===== src/rtl/csa_128bit_combiner.sv =====
// Pairs two consecutive W-bit adder beats (low half, then high half) into one
// 2*W-bit result with the low carry folded into the high half.
module csa_128bit_combiner #(
  parameter int unsigned W     = 64,
  parameter int unsigned CNT_W = 16
) (
  input  logic             clk,
  input  logic             rst_n,
  input  logic             in_valid,
  output logic             in_ready,
  input  logic [W-1:0]     in_sum,
  input  logic             in_cout,
  output logic             out_valid,
  input  logic             out_ready,
  output logic [2*W-1:0]   out_sum,
  output logic             out_cout,
  output logic [CNT_W-1:0] res_cnt
);

  typedef enum logic [1:0] {
    S_LO  = 2'd0,
    S_HI  = 2'd1,
    S_OUT = 2'd2
  } state_t;

  state_t           state, state_n;
  logic [W-1:0]     lo_sum, lo_sum_n;
  logic             lo_c, lo_c_n;
  logic [2*W-1:0]   out_sum_n;
  logic             out_cout_n;
  logic             out_valid_n;
  logic [CNT_W-1:0] res_cnt_n;
  logic [W:0]       inc;
  logic             accept;
  logic             handoff;

  // A held result blocks new beats unless it is handed off this same cycle.
  assign in_ready = (state != S_OUT) || out_ready;
  assign accept   = in_valid && in_ready;
  assign handoff  = out_valid && out_ready;
  assign inc      = {1'b0, in_sum} + (W+1)'(lo_c);

  // Next-state and next-register logic.
  always_comb begin
    state_n     = state;
    lo_sum_n    = lo_sum;
    lo_c_n      = lo_c;
    out_sum_n   = out_sum;
    out_cout_n  = out_cout;
    out_valid_n = out_valid;
    res_cnt_n   = res_cnt;
    case (state)
      S_LO: begin
        if (accept) begin
          lo_sum_n = in_sum;
          lo_c_n   = in_cout;
          state_n  = S_HI;
        end
      end
      S_HI: begin
        if (accept) begin
          out_sum_n   = {inc[W-1:0], lo_sum};
          out_cout_n  = in_cout | inc[W];
          out_valid_n = 1'b1;
          state_n     = S_OUT;
        end
      end
      S_OUT: begin
        if (handoff) begin
          out_valid_n = 1'b0;
          res_cnt_n   = res_cnt + CNT_W'(1);
          state_n     = S_LO;
          // A beat arriving with the handoff is the next low half.
          if (accept) begin
            lo_sum_n = in_sum;
            lo_c_n   = in_cout;
            state_n  = S_HI;
          end
        end
      end
      default: state_n = S_LO;
    endcase
  end

  // State and data registers.
  always_ff @(posedge clk or negedge rst_n) begin
    if (!rst_n) begin
      state     <= S_LO;
      lo_sum    <= '0;
      lo_c      <= 1'b0;
      out_sum   <= '0;
      out_cout  <= 1'b0;
      out_valid <= 1'b0;
      res_cnt   <= '0;
    end else begin
      state     <= state_n;
      lo_sum    <= lo_sum_n;
      lo_c      <= lo_c_n;
      out_sum   <= out_sum_n;
      out_cout  <= out_cout_n;
      out_valid <= out_valid_n;
      res_cnt   <= res_cnt_n;
    end
  end

endmodule


===== config.mk =====
export PLATFORM = sky130hd
export DESIGN_NAME = csa_128bit_combiner
export DESIGN_NICKNAME = d
export VERILOG_FILES = /design/src/rtl/csa_128bit_combiner.sv
export SDC_FILE = /design/constraint.sdc
export NUM_CORES = 1
export LEC_CHECK = 0
export BUFFER_PORTS_ARGS = -buffer_cell sky130_fd_sc_hd__buf_2
export CAP_MARGIN = 10
export CORE_AREA = 2 2 147 149
export CTS_BUF_LIST = sky130_fd_sc_hd__clkbuf_4 sky130_fd_sc_hd__clkbuf_8 sky130_fd_sc_hd__clkbuf_16
export CTS_CLUSTER_DIAMETER = 80
export CTS_CLUSTER_SIZE = 20
export DETAILED_ROUTE_END_ITERATION = 8
export DIE_AREA = 0 0 149 151
export GPL_TIMING_DRIVEN = 1
export PLACE_DENSITY = 0.69
export SYNTH_ARGS = -nofsm -noshare
export SYNTH_HDL_FRONTEND = slang
export SYNTH_SLANG_ARGS = --single-unit
export TNS_END_PERCENT = 30

===== constraint.sdc =====
create_clock -name clk -period 3.8 [get_ports clk]
set_input_delay 0.57 -clock clk [delete_from_list [all_inputs] [get_ports clk]]
set_output_delay 0.57 -clock clk [all_outputs]
set_load 0.01 [all_outputs]

==> results.sh, run 1 <==
export IMPL_path_cells="ha_1 -> ha_1 -> and3_1 -> nand3_1 -> buf_4 -> or4_1 -> or4_1 -> a31oi_1"
export IMPL_drt_iter0_markers=482
export IMPL_fp_row_count=53
export IMPL_synth_top_area_share_pct=56.0
export IMPL_max_slew_margin_rel_pct=37.2
export IMPL_cp_required_ns=4.18
export IMPL_cts_path_max_buffers=3
export IMPL_ys_ff_latch=213
export IMPL_synth_top_cells_by_area="dfrtp_1, nand2_1, mux2_2"
export IMPL_place_gp_congestion=0.806
export IMPL_grt_pass1_vias=7237
export IMPL_cts_buffers=14
export IMPL_crit_fanout=14
export IMPL_track_usage_pct=21.7
export IMPL_period_minus_slack_ns=2.79
export IMPL_area_growth_pct=18.6
export IMPL_grt_start_max_net_pins=113
export IMPL_drtAntennaViolNets=0
export IMPL_grt_pass1_wl_um=39000
export IMPL_crit_slowest_cell="or4_1"
export IMPL_synth_area_sq_um=9520
export IMPL_cts_repair_resized=0
export IMPL_drt_first_pass_iters=6
export IMPL_critical_path_max_stage_delay_ns=0.70
export IMPL_synth_cell_types=40
export IMPL_yosysWarnings=0
export IMPL_via_count=7531
export IMPL_async_flop_share_pct=100
export IMPL_ir_drop_v=0.000389
export IMPL_hold_class="in2async"
export IMPL_synth_cells=947
export IMPL_fin_crit_sh_pct=73.4
export IMPL_ios=216
export IMPL_clock_insertion_delay_worst_skew_ns=0.47
export IMPL_rsz0062_at_grt="no"
export IMPL_finalHoldViolCount=0
export IMPL_overflow=0
export IMPL_drv_slew=0
export IMPL_yosysMostFrequentCell="nand2_1"
export IMPL_power_w=0.00832
export IMPL_holdWs_ns=0.161
export IMPL_synthesis_nets=1019
export IMPL_fin_worst_skew_ns=0.0189
export IMPL_setup_ws_ns=1.01
export IMPL_cts_setup_buffers=0
export IMPL_wl_per_cell_um=17.2
export IMPL_cts_sinks=213
export IMPL_power_per_cell_area_nw_per_um2=737
export IMPL_final_util_pct=54.2
export IMPL_dpl_worst_slack_ns=0.715
export IMPL_cap_violations=0
export IMPL_antenna_found_initial=0
export IMPL_cts_hold_buffers=0
export IMPL_endpoint_kind="flip-flop"
export IMPL_finalSetupViolCount=0
export IMPL_path_clk_slew_ns=0.08
export IMPL_detail_route_vias_per_cell=5.31
export IMPL_initial_core_util_pct=45.7
export IMPL_syn_avg_cell_area_sq_um=10.1
export IMPL_cts_root_buf="clkbuf_16"
export IMPL_cp_arrival_ns=3.17
export IMPL_yosysSeqAreaShare_pct=56.0
export IMPL_cts_htree_levels=1
export IMPL_hpwl_um=17200
export IMPL_yosys_most_used_dff="dfrtp_1"
export IMPL_nets=1213
export IMPL_cp_start_kind="flip-flop"
export IMPL_routed_wl_um=24400
export IMPL_worstSetupPathType="reg2reg"
export IMPL_drive_above_1_share_pct=28.2
export IMPL_synth_largest_area_cell="dfrtp_1"
export IMPL_setup_tns_ns=0
export IMPL_max_slew_worst_pin_slew_ns=0.942
export IMPL_die_y_um=151
export IMPL_status="completed"
export IMPL_coreArea_sq_um=20800
export IMPL_fp_dieW_um=149
export IMPL_cts_tree="done"
export IMPL_die_area_sq_um=22500
export IMPL_synth_edf_count=0
export IMPL_leakage_nw=5.36
export IMPL_portBuffers=215
export IMPL_drc=0
export IMPL_timing_fmax_ghz=0.358
export IMPL_ys_top_cells_by_count="nand2_1, dfrtp_1, mux2_2"
[sequential cells by signal, summed over array words and instances (netlist names)]
signal	flops
lo_c	1
lo_sum	64
res_cnt	16
state	2
out_sum	128
out_valid	1
out_cout	1
[final cells by class]
type | instances | area (sq um)
clock inverters | 1 | 7.51
flip-flops and latches | 213 | 5330
diodes | 1 | 2.50
well taps | 275 | 344
repair buffers | 227 | 1200
clock buffers | 16 | 389
inverters | 5 | 18.8
multi-input cells | 680 | 4000
fillers | 1909 | 9530
[through the flow]
step	cell area [sq um]	std cells
2_1_floorplan	9520	947
3_3_place_gp	10900	1400
3_5_place_dp	10900	1400
4_1_cts	11300	1417
5_1_grt	11300	1417
6_report	11300	1418
[cell usage in the layout (no fill, tap or decap), types with 2 or more instances in the layout]
master     netlist  layout
buf_4            0      10
buf_2            1     214
xor2_1          18      18
nand4_1         32      32
ha_1             3       3
a21oi_1          7       6
and3_1          15      15
or2_2            3       3
nand3_1         23      23
nand3b_1         2       2
o31ai_1          8       8
mux2_2          69      69
mux2i_1          3       3
o21ai_1         11      11
dfrtp_1        213     213
and4_1           8       8
nor3_1          11      11
o21ai_0         39      39
buf_12           0       2
clkbuf_16        0      15
nor4_1          19      19
nand2_1        281     281
inv_1            5       5
or4_1           17      17
nor2_1          29      29
nand4bb_1        2       2
and2_1           8       8
a31oi_1         14      14
xnor2_1         40      40
or3_1            6       6
[worst max-delay path, delay by kind of cell (launching register included)]
family                     cells  cell delay, ns
and+or+nand+nor                4            1.54
adders and majority gates      2            0.41
AOI/OAI and AO/OA              1            0.18
buffers and inverters          1            0.21
DFF                            1            0.36
[power by group]
group | switching, W | internal (W) | leakage, nW
logic | 0.00168 | 0.00130 | 2.57
registers | 0.000554 | 0.00331 | 2.59
clock network | 0.000752 | 0.000728 | 0.192
total | 0.00299 | 0.00534 | 5.36
[path summary, 6_finish.rpt]
check                           depth (start not counted)              startpoint                  endpoint  slack [ns]
worst max-delay path                                    8        lo_c$_DFFE_PN0P_  out_sum[116]$_DFFE_PN0P_        1.01
worst min-delay path                                    1                   rst_n    res_cnt[8]$_DFFE_PN0P_        0.16
worst max register to register                          8        lo_c$_DFFE_PN0P_  out_sum[116]$_DFFE_PN0P_        1.01
worst min register to register                          2  lo_sum[54]$_DFFE_PN0P_   out_sum[54]$_DFFE_PN0P_        0.46
max in group asynchronous                               2                   rst_n   out_sum[27]$_DFFE_PN0P_        2.69
min in group clk                                        2                 in_cout          lo_c$_DFFE_PN0P_        0.37
[cell families after synthesis]
kind of cell | share of synthesized area, %
XOR/XNOR | 5.34
AO/OA/AOI/OAI | 4.85
adder cells (fa/ha/maj) | 0.394
AND/OR/NAND/NOR | 22.8
multiplexers | 8.48
buffers and inverters | 2.14
flip-flops | 56.0
[layer usage]
layer | GRT usage [%] | share of wire [%] | vias to the layer above
met2 | 34.3 | 46 | 224
met3 | 4.04 | 7.2 | 32
met1 | 30.9 | 45 | 3649
met5 | 0 | 0 | -
li1 | - | - | 3626
met4 | 5.81 | 2.3 | 0
Power figures use the tool's default switching activity.
==> run 2: changes to the inputs <==
Settings changed: PLACE_DENSITY 0.69 to 0.72.
Clock period 3.8 ns to 2.4 ns, I/O delays scaled along.
==> run 2 against run 1 <==
  * Global-route usage rose by 0.64 points
  * First-iteration DRC count fell by 19%
  * Register-to-register slack got worse by 0.91 ns
  * Power rose by 60%
  * Largest power group unchanged
==> results.sh, run 2 (synthesized netlist as in run 1, its figures left out) <==
export IMPL_r2r_setup_slack_ns=0.10
export IMPL_cts_tree="done"
export IMPL_cap_violations=0
export IMPL_endpoint_kind="flip-flop"
export IMPL_wl_per_cell_um=17.3
export IMPL_portBuffers=215
export IMPL_cp_start_kind="flip-flop"
export IMPL_finalSetupViolCount=0
export IMPL_drc=0
export IMPL_hpwl_um=18500
export IMPL_rsz0062_at_grt="yes"
export IMPL_final_common_cell="nand2_1"
export IMPL_grt_pass1_wl_um=40100
export IMPL_ir_drop_v=0.000555
export IMPL_timing_fmax_ghz=0.435
export IMPL_drt_iter0_markers=392
export IMPL_regMostFlops="out_sum"
export IMPL_drtAntennaViolNets=0
export IMPL_period_minus_slack_ns=2.30
export IMPL_detail_route_vias_per_cell=5.29
export IMPL_routed_wl_um=25500
export IMPL_cts_root_buf="clkbuf_16"
export IMPL_fp_row_count=53
export IMPL_path_cells="ha_4 -> ha_4 -> and3_4 -> nand3_4 -> or4_4 -> or4_4 -> a31oi_2"
export IMPL_grt_start_max_net_pins=87
export IMPL_r2r_cells=7
export IMPL_max_slew_margin_rel_pct=62.8
export IMPL_place_gp_congestion=0.842
export IMPL_leakage_nw=5.64
export IMPL_hp_start="in_sum[53]"
export IMPL_ios=216
export IMPL_cts_buffers=14
export IMPL_nets=1270
export IMPL_initial_core_util_pct=45.7
export IMPL_cp_arrival_ns=2.70
export IMPL_dpl_worst_slack_ns=-0.299
export IMPL_area_growth_pct=24.1
export IMPL_fp_dieW_um=149
export IMPL_cp_num_buf_inv=0
export IMPL_drv_slew=0
export IMPL_worstSetupPathType="reg2reg"
export IMPL_drive_above_1_share_pct=32.1
export IMPL_status="completed"
export IMPL_overflow=0
export IMPL_clock_insertion_delay_worst_skew_ns=0.47
export IMPL_cp_required_ns=2.80
export IMPL_max_slew_worst_pin_slew_ns=0.558
export IMPL_final_cell_mix="nand2_1, buf_2, dfrtp_1"
export IMPL_antenna_found_initial=0
export IMPL_whs_path_depth=2
export IMPL_cts_path_max_buffers=3
export IMPL_setup_ws_ns=0.101
export IMPL_min_to="lo_sum[53]$_DFFE_PN0P_"
export IMPL_grt_pass1_vias=7494
export IMPL_largest_reg_flops=128
export IMPL_via_count=7791
export IMPL_drt_first_pass_iters=4
export IMPL_crit_slowest_cell="or4_4"
export IMPL_die_y_um=151
export IMPL_cts_sinks=213
export IMPL_fin_crit_sh_pct=95.8
export IMPL_crit_family="simple AND/OR/NAND/NOR gates"
export IMPL_critical_path_max_stage_delay_ns=0.61
export IMPL_cts_htree_levels=1
export IMPL_r2r_end="out_sum[116]$_DFFE_PN0P_"
export IMPL_biggestRegsByFlops="out_sum x128, lo_sum x64, res_cnt x16"
export IMPL_power_per_cell_area_nw_per_um2=1130
export IMPL_fin_worst_skew_ns=0.0129
export IMPL_r2r_start="lo_c$_DFFE_PN0P_"
export IMPL_finalHoldViolCount=0
export IMPL_hold_class="in2reg"
export IMPL_dp_cells=1455
export IMPL_n_antenna_cell=0
export IMPL_fin_cells=1473
export IMPL_track_usage_pct=22.3
export IMPL_coreArea_sq_um=20800
export IMPL_crit_fanout=8
export IMPL_path_clk_slew_ns=0.09
export IMPL_die_area_sq_um=22500
-- run 2: worst max-delay path by stage --
stage	from	endpoint	cells after the start
after floorplan	in_sum[0]	out_cout$_DFFE_PN0P_	8
after global placement	in_sum[0]	out_cout$_DFFE_PN0P_	8
after detailed placement	in_sum[0]	out_cout$_DFFE_PN0P_	8
after CTS	lo_c$_DFFE_PN0P_	out_sum[110]$_DFFE_PN0P_	8
after global routing	lo_c$_DFFE_PN0P_	out_sum[124]$_DFFE_PN0P_	7
final	lo_c$_DFFE_PN0P_	out_sum[116]$_DFFE_PN0P_	7
-- run 2: what timing repair did --
item                                    in CTS  in global routing
gates cloned                                 0                  0
endpoints found under the hold margin       63                  0
resized for setup                            2                 10
endpoints found under the setup margin       5                 13
setup buffers                                0                  1
hold buffers                                 1                  0
pin swaps                                    1                  5
-- run 2: area by class of cell --
type	instances	area [sq um]
clock buffers	15	375
repair buffers	284	1670
flip-flops and latches	213	5330
well taps	275	344
multi-input cells	680	4060
inverters	5	18.8
clock inverters	1	8.76
fillers	1865	9010
-- run 2: power breakdown --
group | total [W] | switching, W | internal [W]
registers | 0.00613 | 0.000892 | 0.00524
logic | 0.00487 | 0.00272 | 0.00215
clock network | 0.00234 | 0.00122 | 0.00112
total | 0.0133 | 0.00483 | 0.00851
-- run 2: per-stage QoR --
step	TNS, ns	utilization [%]	hold slack (ns)	cell area, sq um	total power, W
finish	0	56.7	0.172	11800	0.0133
global route	-0.0408	56.7	0.172	11800	0.0143
CTS	0	56.4	0.127	11700	0.0134
detailed placement	-1.47	54.5	0.372	11300	0.0111
global placement	-1.23	54.5	0.364	11300	0.0109
floorplan	0	-	0.0644	9520	0.00888
-- run 2: layer usage --
metal / vias to the layer above / track usage [%] / share of wire (%)
li1: 3737 / - / -
met1: 3807 / 30.1 / 44
met2: 221 / 37.2 / 48
met3: 26 / 4.97 / 7.1
met4: 0 / 4.95 / 1.8
met5: - / 0 / 0
-- run 2: worst register-to-register path, cell delays in order (launching register included) --
cell and delay [ns]:
dfrtp_1 0.39, ha_4 0.16, ha_4 0.15, and3_4 0.20, nand3_4 0.08, or4_4 0.61, or4_4 0.50, a31oi_2 0.16
==> run 3: changes to the inputs <==
Settings changed: CORE_AREA 2 2 147 149 to 2 2 140 142, CTS_BUF_LIST sky130_fd_sc_hd__clkbuf_4 sky130_fd_sc_hd__clkbuf_8 sky130_fd_sc_hd__clkbuf_16 to sky130_fd_sc_hd__clkbuf_2 sky130_fd_sc_hd__clkbuf_4 sky130_fd_sc_hd__clkbuf_8, DIE_AREA 0 0 149 151 to 0 0 142 144, PLACE_DENSITY 0.72 to 0.78, REMOVE_ABC_BUFFERS set to 1.
==> run 3 against run 2 <==
  * Worst setup slack improved by 0.019 ns
  * Register-to-register slack improved by 0.02 ns
  * Clock power fell by 26%
  * Clock skew rose by 0.0076 ns
  * Non-clock buffer count fell by 6
  * Highest routed layer unchanged
  * Sequential power barely moved
  * Global-route usage rose by 1.7 points
  * Wire length fell by 3.0%
  * Largest cell class unchanged
  * Final cell count fell by 2.7%
  * Hold slack got worse by 0.079 ns
  * Combinational power barely moved
  * Sequential share of layout area rose by 1.0 points
==> results.sh, run 3 (synthesized netlist as in run 1, its figures left out) <==
export IMPL_cp_required_ns=2.85
export IMPL_grt_start_max_net_pins=68
export IMPL_die_area_sq_um=20400
export IMPL_path_clk_slew_ns=0.12
export IMPL_grt_pass1_vias=7418
export IMPL_die_y_um=144
export IMPL_ir_drop_v=0.000666
export IMPL_dpl_worst_slack_ns=-0.235
export IMPL_drv_slew=0
export IMPL_cts_buffers=14
export IMPL_fin_area_sq_um=11600
export IMPL_fin_crit_sh_pct=95.0
export IMPL_clock_insertion_delay_worst_skew_ns=0.52
export IMPL_period_minus_slack_ns=2.28
export IMPL_wl_per_cell_um=17.3
export IMPL_fp_dieW_um=142
export IMPL_final_cell_mix="nand2_1, buf_2, dfrtp_1"
export IMPL_path_cells="ha_2 -> ha_2 -> and3_4 -> nand3_2 -> buf_6 -> or3_1 -> or4_1 -> a31oi_1"
export IMPL_leakage_nw=5.55
export IMPL_regMostFlops="out_sum"
export IMPL_worstSetupPathType="reg2reg"
export IMPL_biggestRegsByFlops="out_sum x128, lo_sum x64, res_cnt x16"
export IMPL_whs_path_depth=2
export IMPL_rsz0062_at_grt="yes"
export IMPL_detail_route_vias_per_cell=5.42
export IMPL_r2r_start="lo_c$_DFFE_PN0P_"
export IMPL_grt_pass1_wl_um=39000
export IMPL_status="completed"
export IMPL_crit_start="lo_c$_DFFE_PN0P_"
export IMPL_largest_reg_flops=128
export IMPL_crit_fanout=13
export IMPL_timing_fmax_ghz=0.439
export IMPL_drive_above_1_share_pct=31.7
export IMPL_r2r_cells=8
export IMPL_track_usage_pct=24.1
export IMPL_place_gp_congestion=0.860
export IMPL_max_slew_margin_rel_pct=63.0
export IMPL_drt_first_pass_iters=5
export IMPL_power_per_cell_area_nw_per_um2=1100
export IMPL_cap_violations=0
export IMPL_portBuffers=215
export IMPL_cpMostUsedCell="ha_2"
export IMPL_finalHoldViolCount=0
export IMPL_endpoint_kind="flip-flop"
export IMPL_via_count=7772
export IMPL_cts_root_buf="clkbuf_8"
export IMPL_crit_slowest_cell="or4_1"
export IMPL_min_to="lo_sum[0]$_DFFE_PN0P_"
export IMPL_cp_arrival_ns=2.73
export IMPL_coreArea_sq_um=19100
export IMPL_place_area_sq_um=11300
export IMPL_drtAntennaViolNets=0
export IMPL_overflow=0
export IMPL_max_slew_worst_pin_slew_ns=0.550
export IMPL_nets=1264
export IMPL_cts_tree="done"
export IMPL_cts_sinks=213
export IMPL_r2r_end="out_sum[110]$_DFFE_PN0P_"
export IMPL_drt_iter0_markers=396
export IMPL_cts_htree_levels=1
export IMPL_fin_worst_skew_ns=0.0205
export IMPL_hp_start="in_sum[0]"
export IMPL_finalSetupViolCount=0
export IMPL_fp_row_count=51
export IMPL_critical_path_max_stage_delay_ns=0.47
export IMPL_initial_core_util_pct=49.9
export IMPL_area_growth_pct=21.4
export IMPL_r2r_setup_slack_ns=0.12
export IMPL_hold_class="in2reg"
export IMPL_hpwl_um=18300
export IMPL_routed_wl_um=24800
export IMPL_setup_ws_ns=0.120
export IMPL_drc=0
export IMPL_cp_start_kind="flip-flop"
export IMPL_cts_path_max_buffers=3
export IMPL_antenna_found_initial=1
export IMPL_ios=216
export IMPL_final_common_cell="nand2_1"
[run 3: final cells by class]
| class | count | area (sq um) |
|---|---|---|
| Timing Repair Buffer | 278 | 1650 |
| Clock inverter | 1 | 7.51 |
| Antenna cell | 1 | 2.50 |
| Fill cell | 1641 | 7520 |
| Multi-Input combinational cell | 680 | 4020 |
| Sequential cell | 213 | 5330 |
| Clock buffer | 17 | 221 |
| Tap cell | 238 | 298 |
| Inverter | 5 | 18.8 |
[run 3: worst max-delay path by stage]
| stage | end | slack (ns) | depth (start not counted) |
|---|---|---|---|
| after global routing | out_sum[110]$_DFFE_PN0P_ | -0.01 | 8 |
| final | out_sum[110]$_DFFE_PN0P_ | 0.12 | 8 |
| after detailed placement | out_sum[112]$_DFFE_PN0P_ | -0.24 | 8 |
| after CTS | out_sum[110]$_DFFE_PN0P_ | 0.06 | 8 |
| after global placement | out_cout$_DFFE_PN0P_ | -0.18 | 8 |
| after floorplan | out_sum[123]$_DFFE_PN0P_ | -2.37 | 4 |
[run 3: worst max-delay path: cells and delay by family (launching register included)]
kind	cells	cell delay [ns]
fa+ha+maj	2	0.35
compound gates	1	0.17
buf+inv	1	0.17
flops	1	0.37
simple gates	4	1.14
[run 3: timing repair]
item,4_1_cts,5_1_grt
buffers inserted,0,0
endpoints found under the setup margin,4,9
gates resized for setup,1,6
hold buffers,1,0
pin swaps,1,0
hold endpoints to repair,64,0
[run 3: report_power, final]
group,internal [W],switching (W),leakage [nW]
sequential,0.00523,0.000886,2.59
clock,0.000609,0.00112,0.117
combinational,0.00217,0.00271,2.84
total,0.00801,0.00471,5.55
[run 3: routing by layer]
metal | up-vias | wire length (um) | track usage, %
met2 | 243 | 11400 | 38.2
met4 | 0 | 312 | 4.74
met3 | 23 | 2030 | 6.03
met1 | 3777 | 11000 | 33.9
li1 | 3729 | - | -
met5 | - | 0 | 0
[run 3: stage by stage]
| step | total power [W] | std cells | hold slack (ns) | TNS (ns) | utilization, % |
|---|---|---|---|---|---|
| global route | 0.0136 | 1433 | 0.0796 | -0.0105 | 60.6 |
| detailed placement | 0.0111 | 1413 | 0.359 | -0.913 | 59.2 |
| CTS | 0.0128 | 1432 | 0.0702 | 0 | 60.4 |
| floorplan | 0.00895 | 898 | 0.0644 | -307.37 | - |
| finish | 0.0127 | 1433 | 0.0934 | 0 | 60.6 |
| global placement | 0.0109 | 1413 | 0.357 | -0.708 | 59.2 |
